<file path="src/rtl/key_pkg.sv">
// rtl/key_pkg.sv - shared constants, keycode lookup and FSM encodings for key_report_encoder
//
// Contents: KEY_NUM/SLOT_NUM, USB HID usage codes for the ten keys,
// KC_NONE/KC_ROLLOVER, FSM state constants and the slot-table operation enum.
// Optional feature macro used by the top: KEY_ROLLOVER_EN.

package key_pkg;

    localparam int KEY_NUM  = 10;
    localparam int SLOT_NUM = 6;

    // Key index order: A, D, W, F, left, right, up, space, enter, esc
    localparam logic [7:0] KC_A     = 8'h04;
    localparam logic [7:0] KC_D     = 8'h07;
    localparam logic [7:0] KC_W     = 8'h1A;
    localparam logic [7:0] KC_F     = 8'h09;
    localparam logic [7:0] KC_LEFT  = 8'h50;
    localparam logic [7:0] KC_RIGHT = 8'h4F;
    localparam logic [7:0] KC_UP    = 8'h52;
    localparam logic [7:0] KC_SPACE = 8'h2C;
    localparam logic [7:0] KC_ENTER = 8'h28;
    localparam logic [7:0] KC_ESC   = 8'h29;

    localparam logic [7:0] KC_NONE     = 8'h00;
    localparam logic [7:0] KC_ROLLOVER = 8'h01;

    localparam logic [1:0] ST_IDLE = 2'd0;
    localparam logic [1:0] ST_SCAN = 2'd1;
    localparam logic [1:0] ST_EMIT = 2'd2;

    typedef enum logic [1:0] {
        OP_NONE   = 2'd0,
        OP_INSERT = 2'd1,
        OP_REMOVE = 2'd2
    } slot_op_t;

    function automatic logic [7:0] key_code(input logic [3:0] idx);
        case (idx)
            4'd0:    key_code = KC_A;
            4'd1:    key_code = KC_D;
            4'd2:    key_code = KC_W;
            4'd3:    key_code = KC_F;
            4'd4:    key_code = KC_LEFT;
            4'd5:    key_code = KC_RIGHT;
            4'd6:    key_code = KC_UP;
            4'd7:    key_code = KC_SPACE;
            4'd8:    key_code = KC_ENTER;
            4'd9:    key_code = KC_ESC;
            default: key_code = KC_NONE;
        endcase
    endfunction

endpackage

</file>
<file path="src/rtl/key_slot_table.sv">
// rtl/key_slot_table.sv - press-ordered keycode slot table with insert and remove-with-shift
//
// Ports:
//   clk, rst_n   rising-edge clock, asynchronous active-low reset
//   op           OP_NONE / OP_INSERT / OP_REMOVE, one operation per cycle
//   code         keycode to insert or remove
//   slots        slot contents, slot 0 (bits 7:0) is the oldest entry
//   full         all SLOT_NUM slots occupied

module key_slot_table
    import key_pkg::*;
(
    input  logic                     clk,
    input  logic                     rst_n,
    input  slot_op_t                 op,
    input  logic [7:0]               code,
    output logic [SLOT_NUM-1:0][7:0] slots,
    output logic                     full
);

    logic [2:0]               cnt;
    logic [2:0]               cnt_n;
    logic [SLOT_NUM-1:0][7:0] slots_n;
    logic [SLOT_NUM-1:0][7:0] slots_down;
    logic                     shifting;
    logic                     found;

    assign full = (cnt == 3'(SLOT_NUM));

    // Element i of slots_down holds slots[i+1]; the top slot refills with KC_NONE.
    assign slots_down = {KC_NONE, slots[SLOT_NUM-1:1]};

    always_comb begin
        slots_n  = slots;
        cnt_n    = cnt;
        shifting = 1'b0;
        found    = 1'b0;
        case (op)
            OP_INSERT: begin
                if (!full) begin
                    for (int i = 0; i < SLOT_NUM; i++) begin
                        if (3'(i) == cnt) begin
                            slots_n[i] = code;
                        end
                    end
                    cnt_n = cnt + 3'd1;
                end
            end
            OP_REMOVE: begin
                // Every slot from the match upward takes its upper neighbour.
                for (int i = 0; i < SLOT_NUM; i++) begin
                    if ((3'(i) < cnt) && (slots[i] == code)) begin
                        shifting = 1'b1;
                        found    = 1'b1;
                    end
                    if (shifting) begin
                        slots_n[i] = slots_down[i];
                    end
                end
                if (found) begin
                    cnt_n = cnt - 3'd1;
                end
            end
            default: ;
        endcase
    end

    always_ff @(posedge clk or negedge rst_n) begin
        if (!rst_n) begin
            slots <= '0;
            cnt   <= 3'd0;
        end else begin
            slots <= slots_n;
            cnt   <= cnt_n;
        end
    end

endmodule

</file>
<file path="src/rtl/key_report_encoder.sv">
// rtl/key_report_encoder.sv - ten key flags to six-slot HID boot-keyboard report, emitted on change
//
// Ports:
//   clk           rising-edge system clock
//   rst_n         asynchronous active-low reset
//   key           key-held flags (A, D, W, F, left, right, up, space, enter, esc)
//   keycode       report slots, slot 0 (bits 7:0) is the oldest press, 0x00 empty
//   report_valid  report presented on keycode
//   report_ready  consumer accepts the report
// Optional feature: define KEY_ROLLOVER_EN to report ErrorRollOver while
// more than SLOT_NUM keys are held.

module key_report_encoder
    import key_pkg::*;
(
    input  logic                     clk,
    input  logic                     rst_n,
    input  logic [KEY_NUM-1:0]       key,
    output logic [SLOT_NUM-1:0][7:0] keycode,
    output logic                     report_valid,
    input  logic                     report_ready
);

    logic [KEY_NUM-1:0]       key_q;
    logic [KEY_NUM-1:0]       key_snap;
    logic [KEY_NUM-1:0]       key_held;
    logic [1:0]               state;
    logic [3:0]               idx;
    logic                     dirty;
    logic                     scan_start;
    logic                     scan_last;
    slot_op_t                 op;
    logic [7:0]               op_code;
    logic [SLOT_NUM-1:0][7:0] slots;
    logic                     full;
    logic                     ovf_change;
    logic                     show_rollover;

    assign report_valid = (state == ST_EMIT);
    assign scan_start   = (state == ST_IDLE) && (key_q != key_snap);
    // idx steps 0..KEY_NUM-1 issuing table ops, then one extra step at
    // idx == KEY_NUM lets the last op land before keycode is captured.
    assign scan_last    = (idx == 4'(KEY_NUM));
    assign op_code      = key_code(idx);

`ifdef KEY_ROLLOVER_EN
    logic ovf_q;
    logic ovf_new;

    assign ovf_new       = ($countones(key_q) > SLOT_NUM);
    assign ovf_change    = (ovf_new != ovf_q);
    assign show_rollover = ovf_q;

    // Overflow follows key_snap, so it is re-evaluated whenever a scan starts.
    always_ff @(posedge clk or negedge rst_n) begin
        if (!rst_n) begin
            ovf_q <= 1'b0;
        end else if (scan_start) begin
            ovf_q <= ovf_new;
        end
    end
`else
    assign ovf_change    = 1'b0;
    assign show_rollover = 1'b0;
`endif

    always_comb begin
        op = OP_NONE;
        if ((state == ST_SCAN) && !scan_last) begin
            if (key_held[idx] && !key_snap[idx]) begin
                op = OP_REMOVE;
            end else if (!key_held[idx] && key_snap[idx] && !full) begin
                op = OP_INSERT;
            end
        end
    end

    key_slot_table u_slot_table (
        .clk   (clk),
        .rst_n (rst_n),
        .op    (op),
        .code  (op_code),
        .slots (slots),
        .full  (full)
    );

    always_ff @(posedge clk or negedge rst_n) begin
        if (!rst_n) begin
            key_q    <= '0;
            key_snap <= '0;
            key_held <= '0;
            state    <= ST_IDLE;
            idx      <= 4'd0;
            dirty    <= 1'b0;
            keycode  <= '0;
        end else begin
            key_q <= key;
            case (state)
                ST_IDLE: begin
                    if (scan_start) begin
                        key_snap <= key_q;
                        dirty    <= ovf_change;
                        idx      <= 4'd0;
                        state    <= ST_SCAN;
                    end
                end
                ST_SCAN: begin
                    if (scan_last) begin
                        if (dirty) begin
                            keycode <= show_rollover ? {SLOT_NUM{KC_ROLLOVER}} : slots;
                            state   <= ST_EMIT;
                        end else begin
                            state <= ST_IDLE;
                        end
                    end else begin
                        idx <= idx + 4'd1;
                        if (op == OP_REMOVE) begin
                            key_held[idx] <= 1'b0;
                            dirty         <= 1'b1;
                        end else if (op == OP_INSERT) begin
                            key_held[idx] <= 1'b1;
                            dirty         <= 1'b1;
                        end
                    end
                end
                ST_EMIT: begin
                    if (report_ready) begin
                        state <= ST_IDLE;
                    end
                end
                default: state <= ST_IDLE;
            endcase
        end
    end

endmodule

</file>
<file path="config.mk">
export PLATFORM = sky130hd
export DESIGN_NAME = key_report_encoder
export DESIGN_NICKNAME = d
export VERILOG_FILES = /design/src/rtl/key_pkg.sv /design/src/rtl/key_slot_table.sv /design/src/rtl/key_report_encoder.sv
export SDC_FILE = /design/constraint.sdc
export NUM_CORES = 1
export LEC_CHECK = 0
export CAP_MARGIN = 40
export CORE_MARGIN = 2
export CORE_UTILIZATION = 50
export CTS_CLUSTER_DIAMETER = 60
export DETAILED_ROUTE_END_ITERATION = 6
export PLACE_DENSITY = 0.71
export SLEW_MARGIN = 20
export SYNTH_ARGS = -nofsm -noshare
export SYNTH_HDL_FRONTEND = slang
export SYNTH_HIERARCHICAL = 1
export SYNTH_SLANG_ARGS = --single-unit
</file>
<file path="constraint.sdc">
create_clock -name clk -period 11.47 [get_ports clk]
set_clock_uncertainty 0.2 [all_clocks]
set_input_delay 2.294 -clock clk [delete_from_list [all_inputs] [get_ports clk]]
set_output_delay 2.294 -clock clk [all_outputs]
set_load 0.005 [all_outputs]
</file>
==> impl_results.md, run 1 <==
* Status: finished, final reports clean
* RSZ-0062 raised after global routing: false
* Top cells by area, synth: dfrtp_1 49%, mux2_2 14%, xnor2_1 6.2%
* RR Endpoint: u_slot_table/slots[45]
* # IOs at 62
* Synthesis Warnings at 6
* PortBufs at 61
* CTS Hold Bufs at 0
* Fmax at between 200 and 250 MHz
* CTS tree: built
* Max_slew headroom at 44.4%
* Initial Utilization at 51.6%
* Vias in the first global route at 4948
* Max Cap Viol at 0
* HPWL Detailed at 11300 um
* Clock transition at path regs at ~0.060 ns
* DRC at 0
* Synth Instances at a little under 600
* Post-CTS Setup Bufs at 0
* Post-synthesis sequential area ratio at 49.4%
* Main synth FF type: dfrtp_1
* Final Net Count at 678
* Crit path launch type: flop
* Average size of a mapped cell at 11.6 um2
* Final Hold Fails at 0
* Fin crit share at 41.9%
* R2R setup slack at ~6.7 ns
* All-Layer GR Usage at a little under a quarter
* CP Max Fanout at 16
* Core ar. at 13300 um2
* Asr flop ratio synth at between 90% and 100%
* Die X at about 120 um
* Arr. time, crit path at 4.89 ns
* Worst reg2reg path startpoint: idx[0]
* Data required time of the critical path at 11.55 ns
* Area growth syn-to-layout at 20.0%
* End of the critical path: u_slot_table/slots[45]
* Top cell type's share of synthesized area at 49.4%
* FF+latch count, synth at 136
* Worst hold path type: flop to flop
* Worst skew pair latency at around 0.42 ns
* Yosys cell types at between 50 and 60
* Die area at 14700 um2
* H-tree depth at 4
* Worst Reg-to-Reg Cells at 12
* Kind of critical path: flop to flop
* Row cnt at 42
* Remaining global-route overflow at 0
* First-pass iteration count of the detailed router at 4
* Via count at 4732
* Layout cells sized above 1 at 22.9%
* Minimum clock period at 4.81 ns
* TritonCTS sink count at 136
* Mapped Area at 6890 um2
* CTS Buf Count at 17
* Global-route wire length before repair at 26200 um
* Biggest area consumer among synthesized cells: dfrtp_1
* Crit path from: idx[0]
* CTS Buffer Depth at 2
* Die Y at 121 um
* Final antenna-violating net count at 0
* Largest net degree at the start of global routing at 60
* Final setup violation count at 0
* Syn Nets at between 600 and 700
* DRT iter0 DRCs at around 340
* Wire per inst at 19.1 um
* Post-synth EDFFs at 0
* Vias/cell at 5.63
* Setup TNS at 0 ns
* PostCTS Resize Cnt at 0
* Initial antenna violation count at 0
* Slew Limit Fails at 0
* Clk root buf: clkbuf_16
* Crit end category: flop
* GPL Wtd Cong at 0.890
* Drt total wl at 16100 um
* Slew at the pin with the worst max-slew slack at 0.835 ns
[cell families after synthesis]
kind of cell | Yosys count | synth area share, %
flops | 136 | 49.4
fa+ha+maj | 13 | 2.36
buf+inv | 53 | 3.94
compound gates | 64 | 7.16
mux | 107 | 17.5
simple gates | 158 | 11.6
xor+xnor | 63 | 8.01
other cells | 1 | 0.0544
[routing by layer]
layer | up-vias | routed length, um | track usage, %
met1 | 2408 | 7150 | 31.3
met5 | - | 0 | 0
met4 | 0 | 413 | 11.3
met2 | 127 | 7790 | 36.1
li1 | 2161 | - | -
met3 | 36 | 714 | 5.87
[Yosys cell counts (2+ instances only)]
master    number
a21boi_0       8
a21oi_1        9
a31oi_1        8
buf_2         14
buf_4          2
buf_6          4
clkbuf_1      12
dfrtp_1      136
ha_1          13
inv_1         18
mux2_2        86
mux2i_1       19
mux4_2         2
nand2_1       81
nand2b_1      13
nand3_1        6
nand3b_1       2
nand4_1       10
nor2_1        17
nor2b_1        5
nor3_1         2
nor3_2        10
nor4_1         3
o21ai_0       11
o21ai_1        2
o22a_1         9
o31ai_1        2
or3_1          2
xnor2_1       49
xor2_1        14
[cell usage in the layout, fill, tap and decap left out, types with 2 or more instances in the layout]
cell type and count:
nand3b_1 2, o31ai_1 2, nand2_1 81, buf_4 11
nand2b_1 13, o21ai_1 2, mux2i_1 19, a31oi_1 8
inv_1 18, xnor2_1 49, nor4_1 3, clkbuf_16 17
dfrtp_1 136, a21boi_0 8, buf_16 2, clkinv_4 3
nor2b_1 5, bufinv_16 4, nand3_1 6, mux4_2 2
nor2_1 17, clkdlybuf4s50_1 60, nor3_2 10, ha_1 13
a21oi_1 9, nor3_1 2, or3_1 2, xor2_1 14
o21ai_0 11, mux2_2 86, o22a_1 9, nand4_1 10
clkinv_2 4
[worst max-delay path, cell delays in order, from the launching register on]
cell and delay (ns):
dfrtp_1 0.83, inv_1 0.20, ha_1 0.32, a21oi_1 0.30, o2111ai_2 0.50, nor2_1 0.32
inv_1 0.08, ha_1 0.38, a21oi_1 0.45, nand4_1 0.18, nor3_1 0.45, o311ai_4 0.25
mux2i_1 0.20
[through the flow]
step	area, um2	setup WS (ns)	utilization [%]	cells	hold WS (ns)
floorplan	6890	7.74	-	595	0.254
finish	8260	6.66	61.9	841	0.288
global route	8260	6.35	61.9	840	0.306
CTS	8250	6.70	61.8	838	0.291
global placement	7550	6.93	56.6	802	0.275
detailed placement	7630	6.71	57.2	807	0.279
[worst min-delay path by stage]
stage	start	end	slack [ns]	depth (start not counted)
final	flop	flop	0.29	1
after global routing	flop	flop	0.31	1
after CTS	flop	flop	0.29	1
after detailed placement	flop	flop	0.28	1
after global placement	flop	flop	0.28	1
after floorplan	flop	flop	0.25	1
[final cells by class]
type	instances	area (um2)
clock inverters	12	175
clock buffers	19	443
flip-flops and latches	136	3400
repair buffers	73	738
inverters	18	67.6
fillers	1105	5080
well taps	176	220
multi-input cells	406	3210
diodes	1	2.50
[sequential cells by signal, indices dropped and copies added, names as in the netlist, named ones only]
name	flops
key_snap	10
key_q	10
idx	4
u_slot_table/slots	48
keycode	48
u_slot_table/cnt	3
dirty	1
state	2
Power of run 1 is not shown: default switching activity piles up to over one toggle a cycle in this logic, so the estimate is an artifact.
==> run 2, diff against run 1 <==
--- a/config.mk
+++ b/config.mk
@@ -10,7 +10,7 @@
 export CORE_UTILIZATION = 50
 export CTS_CLUSTER_DIAMETER = 60
 export DETAILED_ROUTE_END_ITERATION = 6
-export PLACE_DENSITY = 0.71
+export PLACE_DENSITY = 0.74
 export SLEW_MARGIN = 20
 export SYNTH_ARGS = -nofsm -noshare
 export SYNTH_HDL_FRONTEND = slang
==> constraint.sdc (replaced) <==
create_clock -name clk -period 3.9 [get_ports clk]
set_clock_uncertainty 0.2 [all_clocks]
set_input_delay 0.78 -clock clk [delete_from_list [all_inputs] [get_ports clk]]
set_output_delay 0.78 -clock clk [all_outputs]
set_load 0.005 [all_outputs]
==> impl_results.md, run 2 (synthesis results as in run 1) <==
* Arr. time, crit path at 3.88 ns (-1.01 ns)
* Metal3 WL at 827 um (+16%)
* Crit path launch type: flop
* R2R setup slack at 0.13 ns (-6.53 ns)
* Worst hold path type: input pin to async pin
* CTS Buffer Depth at 2 (unchanged)
* Vias in the first global route at 4865 (-1.7%)
* Clk root buf: clkbuf_16
* GPL Wtd Cong at 0.884 (-0.67%)
* Data required time of the critical path at 4.01 ns (-7.54 ns)
* Status: finished, final reports clean
* RSZ-0062 raised after global routing: false
* Kind of critical path: flop to flop
* # IOs at 62 (unchanged)
* Final Net Count at 695 (+2.5%)
* Row cnt at 42 (unchanged)
* Wire per inst at 19.7 um (+3.1%)
* DR WL met2 at 8170 um (+4.9%)
* Slew Limit Fails at 0 (unchanged)
* CP Max Fanout at 10 (-6)
* Top sig layer: met4
* Initial antenna violation count at 0 (unchanged)
* H-tree depth at 4 (unchanged)
* Max_slew headroom at 54.0% (+9.7 points)
* CTS tree: built
* Die X at 121 um (unchanged)
* Max Cap Viol at 0 (unchanged)
* Area growth syn-to-layout at 21.3%
* Vias/cell at 5.59 (-0.70%)
* Minimum clock period at 3.77 ns (-1.04 ns)
* HPWL Detailed at 11900 um (+6.1%)
* Initial Utilization at 51.6% (unchanged)
* Clock transition at path regs at 0.06 ns (about the same)
* PostCTS Resize Cnt at 0 (unchanged)
* Die area at 14700 um2 (unchanged)
* DRT iter0 DRCs at 430 (+28%)
* Most common cell after layout, fill and taps aside: dfrtp_1
* Crit path from: idx[0]
* RR Endpoint: u_slot_table/slots[33]
* PortBufs at 61 (unchanged)
* Most frequent cells in the layout: 135 x dfrtp_1, 86 x mux2_2, 81 x nand2_1, 60 x clkdlybuf4s50_1, 49 x xnor2_1
* First-pass iteration count of the detailed router at 5 (+1)
* Largest net degree at the start of global routing at 67 (+12%)
* Inst Count DP at 826 (+2.4%)
* Slew at the pin with the worst max-slew slack at 0.690 ns (-0.145 ns)
* M1 wire length at 7530 um (+5.4%)
* Crit end category: flop
* TritonCTS sink count at 136 (unchanged)
* Fin crit share at 96.7% (+55 points)
* Final setup violation count at 0 (unchanged)
* End of the critical path: u_slot_table/slots[33]
* DRC at 0 (unchanged)
* Worst Reg-to-Reg Cells at 10 (-2)
* Post-CTS Setup Bufs at 0 (unchanged)
* Via count at 4794 (+1.3%)
* All-Layer GR Usage at 24.8% (+1.2 points)
* Layout cells sized above 1 at 25.4% (+2.5 points)
* Global-route wire length before repair at 27500 um (+4.8%)
* Core ar. at 13300 um2 (unchanged)
* Worst skew pair latency at 0.43 ns (about the same)
* Final Hold Fails at 0 (unchanged)
* Final antenna-violating net count at 0 (unchanged)
* Antenna diodes at 0 (-1)
* Remaining global-route overflow at 0 (unchanged)
* Setup TNS at 0 ns (unchanged)
* CTS Hold Bufs at 0 (unchanged)
* Fmax at 265 MHz (+28%)
* Die Y at 121 um (unchanged)
* Worst reg2reg path startpoint: idx[0]
* Drt total wl at 16900 um (+5.2%)
* Largest registers: keycode (48), u_slot_table/slots (48)
* CTS Buf Count at 17 (unchanged)
* Fin cells at 858 (+2.0%)
==> run 2: changes by cell type in the layout (fill, tap and decap cells not counted), moves of 2 or more <==
cell / delta
clkinv_4: -2
bufinv_16: -2
buf_16: -2
buf_4: +16
buf_12: +3
clkinvlp_4: +4
==> run 2: metrics by stage <==
step           worst slack, ns  util [%]  hold WS (ns)  instance area [um2]
6_report                 0.127      62.6        0.0997                 8360
4_1_cts                 0.0732      62.6         0.101                 8350
3_3_place_gp             0.199      58.1         0.290                 7760
3_5_place_dp             0.139      58.2         0.275                 7770
2_1_floorplan            0.166         -         0.254                 6890
5_1_grt                0.00895      62.6         0.139                 8360
==> run 2: worst min-delay path by stage <==
stage / startpoint / endpoint / slack (ns) / cells after the start
2_1_floorplan: flop / flop / 0.25 / 1
3_3_place_gp: keycode[8] / keycode[8] / 0.29 / 1
3_5_place_dp: flop / flop / 0.27 / 1
4_1_cts: rst_n / key_q[4] / 0.10 / 1
5_1_grt: rst_n / key_q[4] / 0.14 / 1
6_report: rst_n / key_q[4] / 0.1 / 1
==> run 2: cell type report <==
cell class,instances,area (um2)
Clock buffer,21,460
Sequential cell,136,3400
Fill cell,1077,4990
Clock inverter,11,123
Inverter,18,67.6
Multi-Input combinational cell,406,3220
Timing Repair Buffer,90,863
Tap cell,176,220
==> run 2: worst max-delay path, stage by stage (launching register included) <==
cell and delay (ns):
dfrtp_1 0.52, buf_4 0.24, ha_1 0.24, o21ai_0 0.10
o21ai_0 0.29, xor2_1 0.24, or4_4 0.52, nor4_4 0.29
o21bai_2 0.26, o211a_2 0.37, mux2_2 0.38
==> run 2: metal layers <==
layer	GRT usage [%]	vias up
met4	9.63	0
met3	5.64	32
li1	-	2195
met2	38.7	145
met5	0	-
met1	33.8	2422
Power of run 2 is left out for the same reason.
